==> config.mk <==
export PLATFORM = sky130hd
export DESIGN_NAME = uart_tx_arb
export DESIGN_NICKNAME = d
export VERILOG_FILES = /design/src/rtl/uart_tx_arb.sv
export SDC_FILE = /design/constraint.sdc
export NUM_CORES = 1
export LEC_CHECK = 0
export BUFFER_PORTS_ARGS = -buffer_cell sky130_fd_sc_hd__buf_4
export CORE_ASPECT_RATIO = 0.8
export CORE_MARGIN = 2
export CORE_UTILIZATION = 45
export CTS_CLUSTER_SIZE = 8
export DETAILED_ROUTE_END_ITERATION = 10
export GPL_TIMING_DRIVEN = 0
export PLACE_DENSITY = 0.75
export SYNTH_ARGS = -nofsm -noshare
export SYNTH_HDL_FRONTEND = slang
export SYNTH_SLANG_ARGS = --single-unit
==> constraint.sdc <==
create_clock -name CLK -period 3.4 [get_ports CLK]
set_clock_uncertainty 0.1 [all_clocks]
set_input_delay 0.51 -clock CLK [delete_from_list [all_inputs] [get_ports CLK]]
set_output_delay 0.51 -clock CLK [all_outputs]
set_load 0.02 [all_outputs]
==> src/rtl/uart_tx_arb.sv <==
// Two-channel FIFO-to-UART byte arbiter with burst-limited round-robin grant.
// Latency: FIFO seen non-empty in IDLE -> pop strobe next cycle -> tx_valid the cycle after.
// Backpressure: tx_valid/tx_data/grant hold until tx_ready; no FIFO pop while a byte is pending.
//
// Ports:
//   CLK, RST_N           clock, asynchronous active-low reset
//   enable               allow new grants (in-flight bytes always complete)
//   fifoN_empty/_data    channel N FIFO status and head word (N = 0, 1)
//   fifoN_rd             one-cycle pop strobe, only in FETCH for the granted channel
//   tx_valid/_data/_ready  byte handshake towards the UART transmitter
//   grant                one-hot owner (bit0 = ch0, bit1 = ch1), 00 when idle
//   busy                 FSM not in IDLE
module uart_tx_arb #(
    parameter int BURST_MAX = 4,
    parameter int WIDTH     = 8
) (
    input  logic             CLK,
    input  logic             RST_N,
    input  logic             enable,
    input  logic             fifo0_empty,
    input  logic [WIDTH-1:0] fifo0_data,
    output logic             fifo0_rd,
    input  logic             fifo1_empty,
    input  logic [WIDTH-1:0] fifo1_data,
    output logic             fifo1_rd,
    output logic             tx_valid,
    output logic [WIDTH-1:0] tx_data,
    input  logic             tx_ready,
    output logic [1:0]       grant,
    output logic             busy
);

    typedef enum logic [1:0] {
        ST_IDLE  = 2'd0,
        ST_FETCH = 2'd1,
        ST_SEND  = 2'd2
    } state_t;

    localparam logic [3:0] L_BURST_MAX = 4'(BURST_MAX);

    state_t           r_state;
    logic [1:0]       r_grant;
    logic             r_last_owner;   // 0 = ch0, 1 = ch1
    logic [3:0]       r_burst_cnt;
    logic             r_tx_valid;
    logic [WIDTH-1:0] r_tx_data;

    logic             w_any_req;
    logic             w_pick_ch1;
    logic             w_gnt_empty;
    logic [WIDTH-1:0] w_gnt_data;
    logic [3:0]       w_cnt_nxt;
    logic             w_handshake;
    logic             w_continue;

    assign w_any_req   = !fifo0_empty || !fifo1_empty;
    // Prefer the channel that did not own the last burst; fall back to the
    // previous owner only when the other one has nothing to send.
    assign w_pick_ch1  = r_last_owner ? fifo0_empty : !fifo1_empty;
    assign w_gnt_empty = r_grant[1] ? fifo1_empty : fifo0_empty;
    assign w_gnt_data  = r_grant[1] ? fifo1_data  : fifo0_data;
    assign w_cnt_nxt   = r_burst_cnt + 4'd1;
    assign w_handshake = r_tx_valid && tx_ready;
    // Stay on the same channel only while the burst has room, arbitration is
    // enabled and the owner still has data; otherwise release the grant.
    assign w_continue  = (w_cnt_nxt < L_BURST_MAX) && enable && !w_gnt_empty;

    always_ff @(posedge CLK or negedge RST_N) begin
        if (!RST_N) begin
            r_state      <= ST_IDLE;
            r_grant      <= 2'b00;
            r_last_owner <= 1'b1;
            r_burst_cnt  <= 4'd0;
            r_tx_valid   <= 1'b0;
            r_tx_data    <= '0;
        end else begin
            case (r_state)
                ST_IDLE: begin
                    if (enable && w_any_req) begin
                        r_grant <= w_pick_ch1 ? 2'b10 : 2'b01;
                        r_state <= ST_FETCH;
                    end
                end
                ST_FETCH: begin
                    // Pop strobe is high this cycle; capture the head word
                    // on the same edge the FIFO advances.
                    r_tx_data  <= w_gnt_data;
                    r_tx_valid <= 1'b1;
                    r_state    <= ST_SEND;
                end
                ST_SEND: begin
                    if (w_handshake) begin
                        r_tx_valid <= 1'b0;
                        if (w_continue) begin
                            r_burst_cnt <= w_cnt_nxt;
                            r_state     <= ST_FETCH;
                        end else begin
                            r_last_owner <= r_grant[1];
                            r_grant      <= 2'b00;
                            r_burst_cnt  <= 4'd0;
                            r_state      <= ST_IDLE;
                        end
                    end
                end
                default: begin
                    r_state    <= ST_IDLE;
                    r_grant    <= 2'b00;
                    r_tx_valid <= 1'b0;
                end
            endcase
        end
    end

    // Pops are decoded from registered state so they clear instantly on reset
    // and can never fire for both channels at once (grant is one-hot).
    assign fifo0_rd = (r_state == ST_FETCH) && r_grant[0];
    assign fifo1_rd = (r_state == ST_FETCH) && r_grant[1];
    assign tx_valid = r_tx_valid;
    assign tx_data  = r_tx_data;
    assign grant    = r_grant;
    assign busy     = (r_state != ST_IDLE);

endmodule

=== Word-level counts from Yosys, hierarchy flattened ===
Cells that the tools add are included.

* $add $sub $neg: 1
* Magnitude comparators: 1
* Eq/ne operators: 5
* Muxes and demuxes: 15
* Bitwise gates (word level): 3
* Reduce and logical (&&, ||, !) cells: 17

{| class="wikitable"
|+ Operators by type and width
! operator !! count
|-
| 2-bit 2-to-1 mux || 6
|-
| 2-bit one-hot mux with 3 select lines || 2
|-
| 8-bit 2-to-1 mux || 1
|-
| 1-bit logical AND || 6
|-
| 2-bit inequality test, second input constant || 3
|-
| 2-bit AND reduction || 3
|-
| 4-bit by 1-bit adder with 4-bit output, second input constant || 1
|-
| 4-bit by 3-bit less-than comparator with 1-bit output, second input constant || 1
|-
| 1-bit 2-to-1 mux || 4
|-
| 4-bit 2-to-1 mux || 1
|-
| 4-bit AND reduction || 1
|-
| 1-bit zero test || 3
|-
| 1-bit inverter || 3
|-
| 1-bit one-hot mux with 3 select lines || 1
|-
| 3-bit AND reduction || 1
|-
| 2-bit by 1-bit equality test with 1-bit output, second input constant || 1
|-
| 2-bit equality test, second input constant || 1
|-
| 2-bit zero test || 1
|-
| 2-bit nonzero test || 1
|-
| 1-bit logical OR || 1
|}

* Flip-flop bits (word level): 18
* Bits of input ports: 22
* Output and inout port bits: 14

=== Longest topological paths before layout ===
Gate-level depths: netlist (run 1).

* Depth in word-level cells: 7
* Depth in mapped cells: 5

=== Least setup slack after synthesis (run 1) ===
Ideal clock, no wire load.

* Path kind: reg-to-output
* Start: register r_state[1]
* End: output port fifo0_rd
* Arrival time: 1.148 ns
* Data required time: 2.790 ns
* Path slack: 1.642 ns
* Cell stages (with the launch flop): 5
* Buffers on the path: 2
* Cells stage by stage: dfrtp_1 nand2b_1 clkbuf_1 buf_2 nor2_1

* Cells in the longest elaborated chain, start to end: 2

{| class="wikitable"
|+ Ends and longest elaborated chain
! what !! RTL line !! text
|-
| from (decl) || 41 || <nowiki>state_t r_state;</nowiki>
|-
| from (signal assigned) || 70 || <nowiki>r_state <= ST_IDLE;</nowiki>
|-
| from (signal assigned) || 81 || <nowiki>r_state <= ST_FETCH;</nowiki>
|-
| from (signal assigned) || 89 || <nowiki>r_state <= ST_SEND;</nowiki>
|-
| 2-bit by 1-bit equality test with 1-bit output || 116 || <nowiki>assign fifo0_rd = (r_state == ST_FETCH) && r_grant[0];</nowiki>
|-
| 1-bit logical AND || 116 ||
|-
| to (decl) || 22 || <nowiki>output logic fifo0_rd,</nowiki>
|}

No other way between the ends.

=== Worst setup path in the final report (run 1) ===
* Start: register r_state[0]
* End: output port fifo1_rd

* Cells in the longest elaborated chain, start to end: 2

{| class="wikitable"
|+ Ends and longest elaborated chain
! what !! RTL line !! text
|-
| 2-bit by 1-bit equality test with 1-bit output || 117 || <nowiki>assign fifo1_rd = (r_state == ST_FETCH) && r_grant[1];</nowiki>
|-
| 1-bit logical AND || 117 ||
|-
| to (decl) || 25 || <nowiki>output logic fifo1_rd,</nowiki>
|}

No other way between the ends.

==> impl_metrics.tcl, run 1 <==
set metrics [dict create \
    core_area_mm2 0.00187 \
    combPwrFrac_pct 8.4 \
    synth-seq-cells 18 \
    diodes 0 \
    fin_setup_tns_ns 0 \
    grt_use_total_pct 20.8 \
    seq_area_frac_synth_pct 50.4 \
    power_density_mw_per_mm2 310 \
    critPathLaunchType "flip-flop" \
    ir_drop_mv 0.236 \
    min_path_type "input pin to flip-flop" \
    cp.arrival_ns 1.69 \
    clockRootBuffer "clkbuf_4" \
    clock.fmax_mhz 434 \
    startpoint "r_state[0]$_DFFE_PN0P_" \
    stdcell_count 152 \
    drive_gt1_share_pct 35.9 \
    htree_levels 1 \
    final_cell_mix "buf_4, dfrtp_1, nand2_1" \
    slew_viol_final 0 \
    areaGrowthSynthToFinish_pct 37.0 \
    dp_hpwl_mm 1.54 \
    crit_slowest_cell "dfrtp_1" \
    leakage_uw 0.000661 \
    min_from "fifo0_data[1]" \
    max_slew.worst_pin.slew_ns 0.356 \
    ant_nets 0 \
    setup-violations-final 0 \
    num_vias 799 \
    fin_ws_ns 1.10 \
    drt_wl_total_mm 2.10 \
    p_seq_share_pct 56.2 \
    drt_pass1_iterations 4 \
    clk_pin_slew_worst_paths_ns 0.11 \
    syn_area_per_cell_um2 10.1 \
    die_w_um 53.9 \
    grt_pass1_vias 779 \
    status "finished, final reports clean" \
    yosysTopAreaCell "dfrtp_1" \
    antenna_found_initial 0 \
    synth_cells 89 \
    rsz0062_at_grt "false" \
    cts_buffers 3 \
    port-buffer-count 34 \
    crit_fanout 10 \
    grt_pass1_wl_mm 3.48 \
    fin_util_pct 65.5 \
    initial_core_util_pct 47.8 \
    die_y_um 43.9 \
    numClockSinks 18 \
    swShare_pct 21.7 \
    p_int_uw 298 \
    std_cell_rows 14 \
    synth_warnings 0 \
    clock_latency_ns 0.30 \
    hold_viol 0 \
    synth_nets 112 \
    mostFrequentLayoutCell "buf_4" \
    dp_slack_ns 1.45 \
    worstPathCellList "nand2b_1, clkbuf_1, buf_2, nor2_1, buf_4" \
    required_ns 2.79 \
    drtIter0Drc 29 \
    power.switching_uw 82.6 \
    synthTopCellsByArea "dfrtp_1, mux2i_1, o21ai_0" \
    crit_type "flip-flop to primary output" \
    grt_max_degree 19 \
    drc 0 \
    relSlewSlack_pct 75.6 \
    dieArea_mm2 0.00237 \
    synthesis.area_um2 896 \
    tritoncts "yes" \
    ys_types 33 \
    timing.rr.start "r_burst_cnt[0]$_DFFE_PN0P_" \
    nNetsFinal 152 \
    end_kind "primary output" \
    gr-total-overflow 0 \
    synthDominantCellAreaShare_pct 47.5 \
    post_drt_wl_per_cell_um 13.8 \
    io_pins 36 \
    cts_resized 0 \
    place.gp.congestion 0.753 \
    clockBufferDepth 2 \
    pwr-share-clk_pct 35.4 \
    placedCellCount 147 \
    critPathMaxStageDelay_ns 0.46 \
    via_per_inst 5.26 \
    drv_cap 0 \
    fin_crit_sh_pct 67.8 \
    fillers 174 \
    final.min_clock_period_ns 2.30 \
]
## power by group through the flow
stage               Clock [uW]  Combinational [uW]  Sequential, uW
floorplan                    0                6.71             218
global route               146                34.7             214
finish                     135                31.8             214
global placement             0                29.8             218
detailed placement           0                31.0             218
CTS                        137                31.8             214
## area by class of cell
| cell class | instances | area (um^2) | area share (%) |
|---|---|---|---|
| plain buffers | 4 | 27.5 | 2.24 |
| repair buffers | 35 | 265 | 21.6 |
| inverters | 4 | 15.0 | 1.22 |
| clock buffers | 4 | 36.3 | 2.96 |
| flip-flops and latches | 18 | 452 | 36.8 |
| multi-input cells | 63 | 402 | 32.7 |
| well taps | 24 | 30.0 | 2.45 |
## repair_timing
action / CTS / global route
buffers inserted: 0 / 0
hold buffers: 1 / 0
endpoints found under the hold margin: 17 / 0
endpoints found under the setup margin: 0 / 0
## critical path, delay by kind of cell, from the launching register on
family,cells,cell delay (ns)
buf+inv,3,0.76
flops,1,0.46
simple gates,2,0.17
## cell families after synthesis
logic type | after synthesis | share of synthesized area (%)
flops | 18 | 50.4
mux | 10 | 11.3
buf+inv | 8 | 4.75
compound gates | 23 | 16.3
fa+ha+maj | 1 | 1.40
simple gates | 29 | 15.8
## metrics by stage
stage	area (um^2)	power (uW)	hold slack (ns)
finish	1230	381	0.376
global route	1230	395	0.371
CTS	1230	382	0.373
detailed placement	1180	249	0.294
global placement	1180	248	0.288
floorplan	896	225	0.114
## sequential cells by signal, indices dropped and copies added, names as in the netlist
name and count:
r_last_owner 1, tx_valid 1, grant 2, r_state 2, r_burst_cnt 4, tx_data 8
## routing by layer
metal	track usage, %	up-vias	part of all wire (%)
met5	0	-	0
met4	8.72	0	1.3
met1	26.2	388	43
met2	32.7	22	51
li1	-	387	-
met3	6.90	2	5.0
## path summary, 6_finish.rpt
| check | to | cells past startpoint | slack [ns] |
|---|---|---|---|
| worst max-delay path | fifo1_rd | 5 | 1.10 |
| worst min-delay path | tx_data[1]$_DFFE_PN0P_ | 3 | 0.38 |
| worst max register to register | r_last_owner$_DFFE_PN1P_ | 4 | 1.76 |
| worst min register to register | tx_data[4]$_DFFE_PN0P_ | 2 | 0.39 |
| max in group asynchronous | r_last_owner$_DFFE_PN1P_ | 2 | 2.41 |
| min in group asynchronous | tx_data[3]$_DFFE_PN0P_ | 2 | 0.53 |
## cells in the mapped netlist, drive strengths merged
master / number
a21o: 1
o21a: 1
nand3b: 1
nand4: 1
a31oi: 1
a21bo: 1
buf: 2
inv: 4
o21ai: 14
nand3: 3
nand2b: 1
and2: 2
or2: 1
dfstp: 1
ha: 1
o2111ai: 1
nor2b: 1
clkbuf: 1
mux2i: 9
dfrtp: 17
mux2: 1
a32oi: 1
a41oi: 1
nor3: 1
nand2: 15
a211o: 1
nor2: 3
clkdlybuf4s15: 1
a41o: 1
No activity file was read; power rests on OpenSTA's default activity.
==> run 2, diff against run 1 <==
CORE_UTILIZATION = 42   (was 45)
PLACE_DENSITY = 0.74   (was 0.75)
clock period = 1.9 ns   (was 3.4 ns; I/O delays follow)
==> run 2 against run 1 <==
Effect of this change:
- first-iteration DRC count shrank 48%
- wire length is 11% lower
- global-route usage down 3.9 points
- combinational power up 75%
- total power is 77% higher
- utilization is 2.2 points lower
- critical endpoint unchanged
- highest routed layer unchanged
==> impl_metrics.tcl, run 2 (synthesis gave the netlist of run 1 again) <==
set metrics [dict create \
    status "finished, final reports clean" \
    place.gp.congestion 0.807 \
    port-buffer-count 34 \
    max_slew.worst_pin.slew_ns 0.296 \
    clock.fmax_mhz 567 \
    diodes 0 \
    ir_drop_mv 0.403 \
    dpl_cell_area_mm2 0.00118 \
    critPathMaxStageDelay_ns 0.43 \
    tritoncts "yes" \
    gr-total-overflow 0 \
    grt_max_degree 19 \
    fin_ws_ns 0.136 \
    drv_cap 0 \
    drive_gt1_share_pct 37.0 \
    drtIter0Drc 15 \
    slew_viol_final 0 \
    nNetsFinal 151 \
    relSlewSlack_pct 79.7 \
    core_area_mm2 0.00194 \
    crit_fanout 10 \
    cp.arrival_ns 1.38 \
    grt_pass1_wl_mm 3.26 \
    htree_levels 1 \
    met3_length_um 73 \
    final_cell_mix "buf_4, dfrtp_1, nand2_1" \
    end_kind "primary output" \
    required_ns 1.51 \
    io_pins 36 \
    clock_latency_ns 0.29 \
    post_cts_buffers 0 \
    dr.max_layer_used "met4" \
    post_drt_wl_per_cell_um 12.4 \
    die_y_um 45.3 \
    areaGrowthSynthToFinish_pct 37.4 \
    num_vias 762 \
    hold_viol 0 \
    mostFrequentLayoutCell "buf_4" \
    clockBufferDepth 2 \
    startpoint "r_state[1]$_DFFE_PN0P_" \
    ant_nets 0 \
    drt_wl_total_mm 1.87 \
    rsz0062_at_grt "false" \
    clk_pin_slew_worst_paths_ns 0.10 \
    critPathLaunchType "flip-flop" \
    drc 0 \
    cp_top_family "flip-flops" \
    final.min_clock_period_ns 1.76 \
    clockRootBuffer "clkbuf_4" \
    leakage_uw 0.000670 \
    numClockSinks 18 \
    worstPathCellList "nand2b_4, buf_2, nor2_1, buf_4" \
    dp_hpwl_mm 1.47 \
    drt_pass1_iterations 4 \
    grt_pass1_vias 716 \
    grt_use_total_pct 16.9 \
    die_w_um 55.6 \
    initial_core_util_pct 46.1 \
    crit_slowest_cell "dfrtp_1" \
    path_buf_inv 2 \
    setup-violations-final 0 \
    fin_crit_sh_pct 92.8 \
    wirelength_met1_um 919 \
    dieArea_mm2 0.00252 \
    std_cell_rows 14 \
    timing.rr.start "r_burst_cnt[0]$_DFFE_PN0P_" \
    min_path_type "input pin to flip-flop" \
    dp_slack_ns 0.202 \
    via_per_inst 5.05 \
    stdcell_area_mm2 0.00123 \
    crit_type "flip-flop to primary output" \
    power_density_mw_per_mm2 547 \
    largest_reg_flops 8 \
    min_from "tx_ready" \
    dr_wl_met2_um 859 \
    antenna_found_initial 0 \
    fin_setup_tns_ns 0 \
    cts_buffers 3 \
    fin_util_pct 63.3 \
]
-- run 2: cell count changes in the layout (fill, tap and decap cells not counted), sizes merged --
cell	before	now
clkbuf	5	4
-- run 2: area by class of cell --
cell class / instances / area, um^2
fillers: 169 / 713
flip-flops and latches: 18 / 452
multi-input cells: 63 / 409
repair buffers: 35 / 265
clock buffers: 4 / 36.3
well taps: 24 / 30.0
plain buffers: 3 / 23.8
inverters: 4 / 15.0
-- run 2: repair_timing --
| action | in CTS | in global routing |
|---|---|---|
| resized for setup | 1 | 1 |
| endpoints found under the hold margin | 18 | 0 |
| hold buffers | 1 | 0 |
| endpoints found under the setup margin | 2 | 2 |
| pin swaps | 0 | 0 |
-- run 2: path summary, 6_finish.rpt --
check	to	slack [ns]	depth (start not counted)
setup / recovery	fifo1_rd	0.14	4
hold / removal	r_state[1]$_DFFE_PN0P_	0.16	4
setup reg to reg	r_last_owner$_DFFE_PN1P_	0.29	4
hold reg to reg	tx_data[0]$_DFFE_PN0P_	0.40	2
max in group asynchronous	r_last_owner$_DFFE_PN1P_	1.16	2
min in group asynchronous	grant[1]$_DFFE_PN0P_	0.29	2
-- run 2: where the power goes --
group / leakage (uW) / total (uW) / switching (uW) / internal [uW]
Combinational: 0.000458 / 55.7 / 22.0 / 33.8
Sequential: 0.000190 / 383 / 0 / 383
Clock: 0.0000210 / 235 / 118 / 117
-- run 2: worst reg2reg max path: stages (launching register included) --
cell and delay, ns:
dfrtp_1 0.43, ha_1 0.23, a41o_1 0.26, a31oi_1 0.19, mux2_1 0.33
-- run 2: through the flow --
stage,cells,total power [uW],hold slack [ns]
floorplan,89,402,-0.111
global placement,147,444,0.0652
detailed placement,147,445,0.0663
CTS,151,686,0.148
global route,151,707,0.166
finish,151,673,0.157
-- run 2: metal layers --
layer,global-route usage (%),up-vias
li1,-,388
met1,22.4,353
met2,27.4,19
met3,5.44,2
met4,4.39,0
met5,0,-
==> run 3, diff against run 2 <==
CORE_UTILIZATION = 40   (was 42)
PLACE_DENSITY = 0.71   (was 0.74)
==> run 3 against run 2 <==
Effect of this change:
- non-clock buffer count is the same
- highest routed layer is now met3
- design area down 0.71%
- largest cell class unchanged
- worst setup slack got worse by 0.011 ns
- sequential share of layout area up 0.26 points
==> impl_metrics.tcl, run 3 (synthesis gave the netlist of run 1 again) <==
set metrics [dict create \
    setup-violations-final 0 \
    final.min_clock_period_ns 1.77 \
    ant_nets 0 \
    grt_pass1_vias 724 \
    p_seq_share_pct 60.8 \
    std_cell_rows 15 \
    dp_hpwl_mm 1.52 \
    fillers 186 \
    core_area_mm2 0.00214 \
    num_vias 797 \
    drt_pass1_iterations 4 \
    final_cell_mix "buf_4, dfrtp_1, nand2_1" \
    numClockSinks 18 \
    min_path_type "input pin to flip-flop" \
    largest_reg_flops 8 \
    nNetsFinal 151 \
    status "finished, final reports clean" \
    gr-total-overflow 0 \
    drtIter0Drc 21 \
    place.gp.congestion 0.804 \
    clk_pin_slew_worst_paths_ns 0.10 \
    combPwrFrac_pct 8.9 \
    initial_core_util_pct 41.9 \
    drive_gt1_share_pct 36.2 \
    die_w_um 56.9 \
    clock.fmax_mhz 564 \
    antenna_found_initial 0 \
    p_int_uw 498 \
    clockRootBuffer "clkbuf_4" \
    fin_setup_tns_ns 0 \
    cts_buffers 3 \
    critPathLaunchType "flip-flop" \
    clock_latency_ns 0.29 \
    end_kind "primary output" \
    power_density_mw_per_mm2 515 \
    tritoncts "yes" \
    drv_cap 0 \
    port-buffer-count 34 \
    rrSetupSlack_ns 0.25 \
    via_per_inst 5.24 \
    rsz0062_at_grt "false" \
    dieArea_mm2 0.00264 \
    clockBufferDepth 2 \
    ir_drop_mv 0.413 \
    drt_wl_total_mm 1.96 \
    post_drt_wl_per_cell_um 12.9 \
    power.switching_uw 132 \
    grt_use_total_pct 16.6 \
    required_ns 1.51 \
    register_area_um2 452 \
    crit_fanout 10 \
    die_y_um 46.3 \
    areaGrowthSynthToFinish_pct 36.5 \
    max_slew.worst_pin.slew_ns 0.352 \
    io_pins 36 \
    fin_crit_sh_pct 93.4 \
    grt_max_degree 19 \
    crit_type "flip-flop to primary output" \
    hold_viol 0 \
    swShare_pct 20.9 \
    stdcell_count 152 \
    relSlewSlack_pct 75.8 \
    leakage_uw 0.000664 \
    diodes 0 \
    multi_input_area_um2 409 \
    placedCellCount 148 \
    pwr-share-clk_pct 30.3 \
    holdWs_ns 0.153 \
    grt_pass1_wl_mm 3.28 \
    cp.arrival_ns 1.39 \
    slew_viol_final 0 \
    drc 0 \
    htree_levels 1 \
    mostFrequentLayoutCell "buf_4" \
]
run 3: path summary, 6_finish.rpt:
| path | cells after the start | endpoint | from |
|---|---|---|---|
| setup / recovery | 4 | fifo0_rd | r_state[0]$_DFFE_PN0P_ |
| hold / removal | 4 | r_state[1]$_DFFE_PN0P_ | tx_ready |
| setup reg to reg | 4 | r_last_owner$_DFFE_PN1P_ | r_burst_cnt[0]$_DFFE_PN0P_ |
| hold reg to reg | 2 | tx_data[7]$_DFFE_PN0P_ | tx_data[7]$_DFFE_PN0P_ |
| max in group asynchronous | 2 | r_last_owner$_DFFE_PN1P_ | RST_N |
| min in group asynchronous | 2 | tx_data[2]$_DFFE_PN0P_ | RST_N |
run 3: routing by layer:
layer  GRT usage [%]  wire, um
met3            5.34        98
met1            20.3       833
met2            29.0      1030
met5               0         0
met4            3.72         0
run 3: stage by stage:
stage	area, um^2	setup slack (ns)	util (%)	total power, uW
finish	1220	0.125	57.1	630
detailed placement	1180	0.160	55.3	445
floorplan	896	0.367	-	402
global placement	1180	0.186	55.3	444
global route	1220	0.0110	57.1	661
CTS	1220	0.0165	56.9	640
run 3: repair_timing:
item | in CTS | in global routing
cloned | 0 | 0
buffers inserted | 0 | 0
endpoints found under the hold margin | 18 | 0
hold buffers | 1 | 0
gates resized for setup | 1 | 1
setup endpoints to repair | 2 | 2
run 3: power by group through the flow:
stage          clock network (uW)  logic, uW  registers, uW
2_1_floorplan                   0       12.0            390
5_1_grt                       216       62.2            383
4_1_cts                       200       56.6            383
3_5_place_dp                    0       55.0            390
6_report                      191       56.0            383
3_3_place_gp                    0       53.4            390
run 3: area by class of cell:
type | count | area share, %
tap | 25 | 2.56
sequential | 18 | 36.9
timing repair buffer | 35 | 21.7
multi-input combinational | 63 | 33.5
clock buffer | 4 | 2.15
buffer | 3 | 1.94
inverter | 4 | 1.23
run 3: worst max-delay path, cell delays in order (launching register included):
cell and delay, ns:
dfrtp_1 0.48, nand2b_4 0.16, buf_2 0.23, nor2_1 0.06, buf_4 0.16
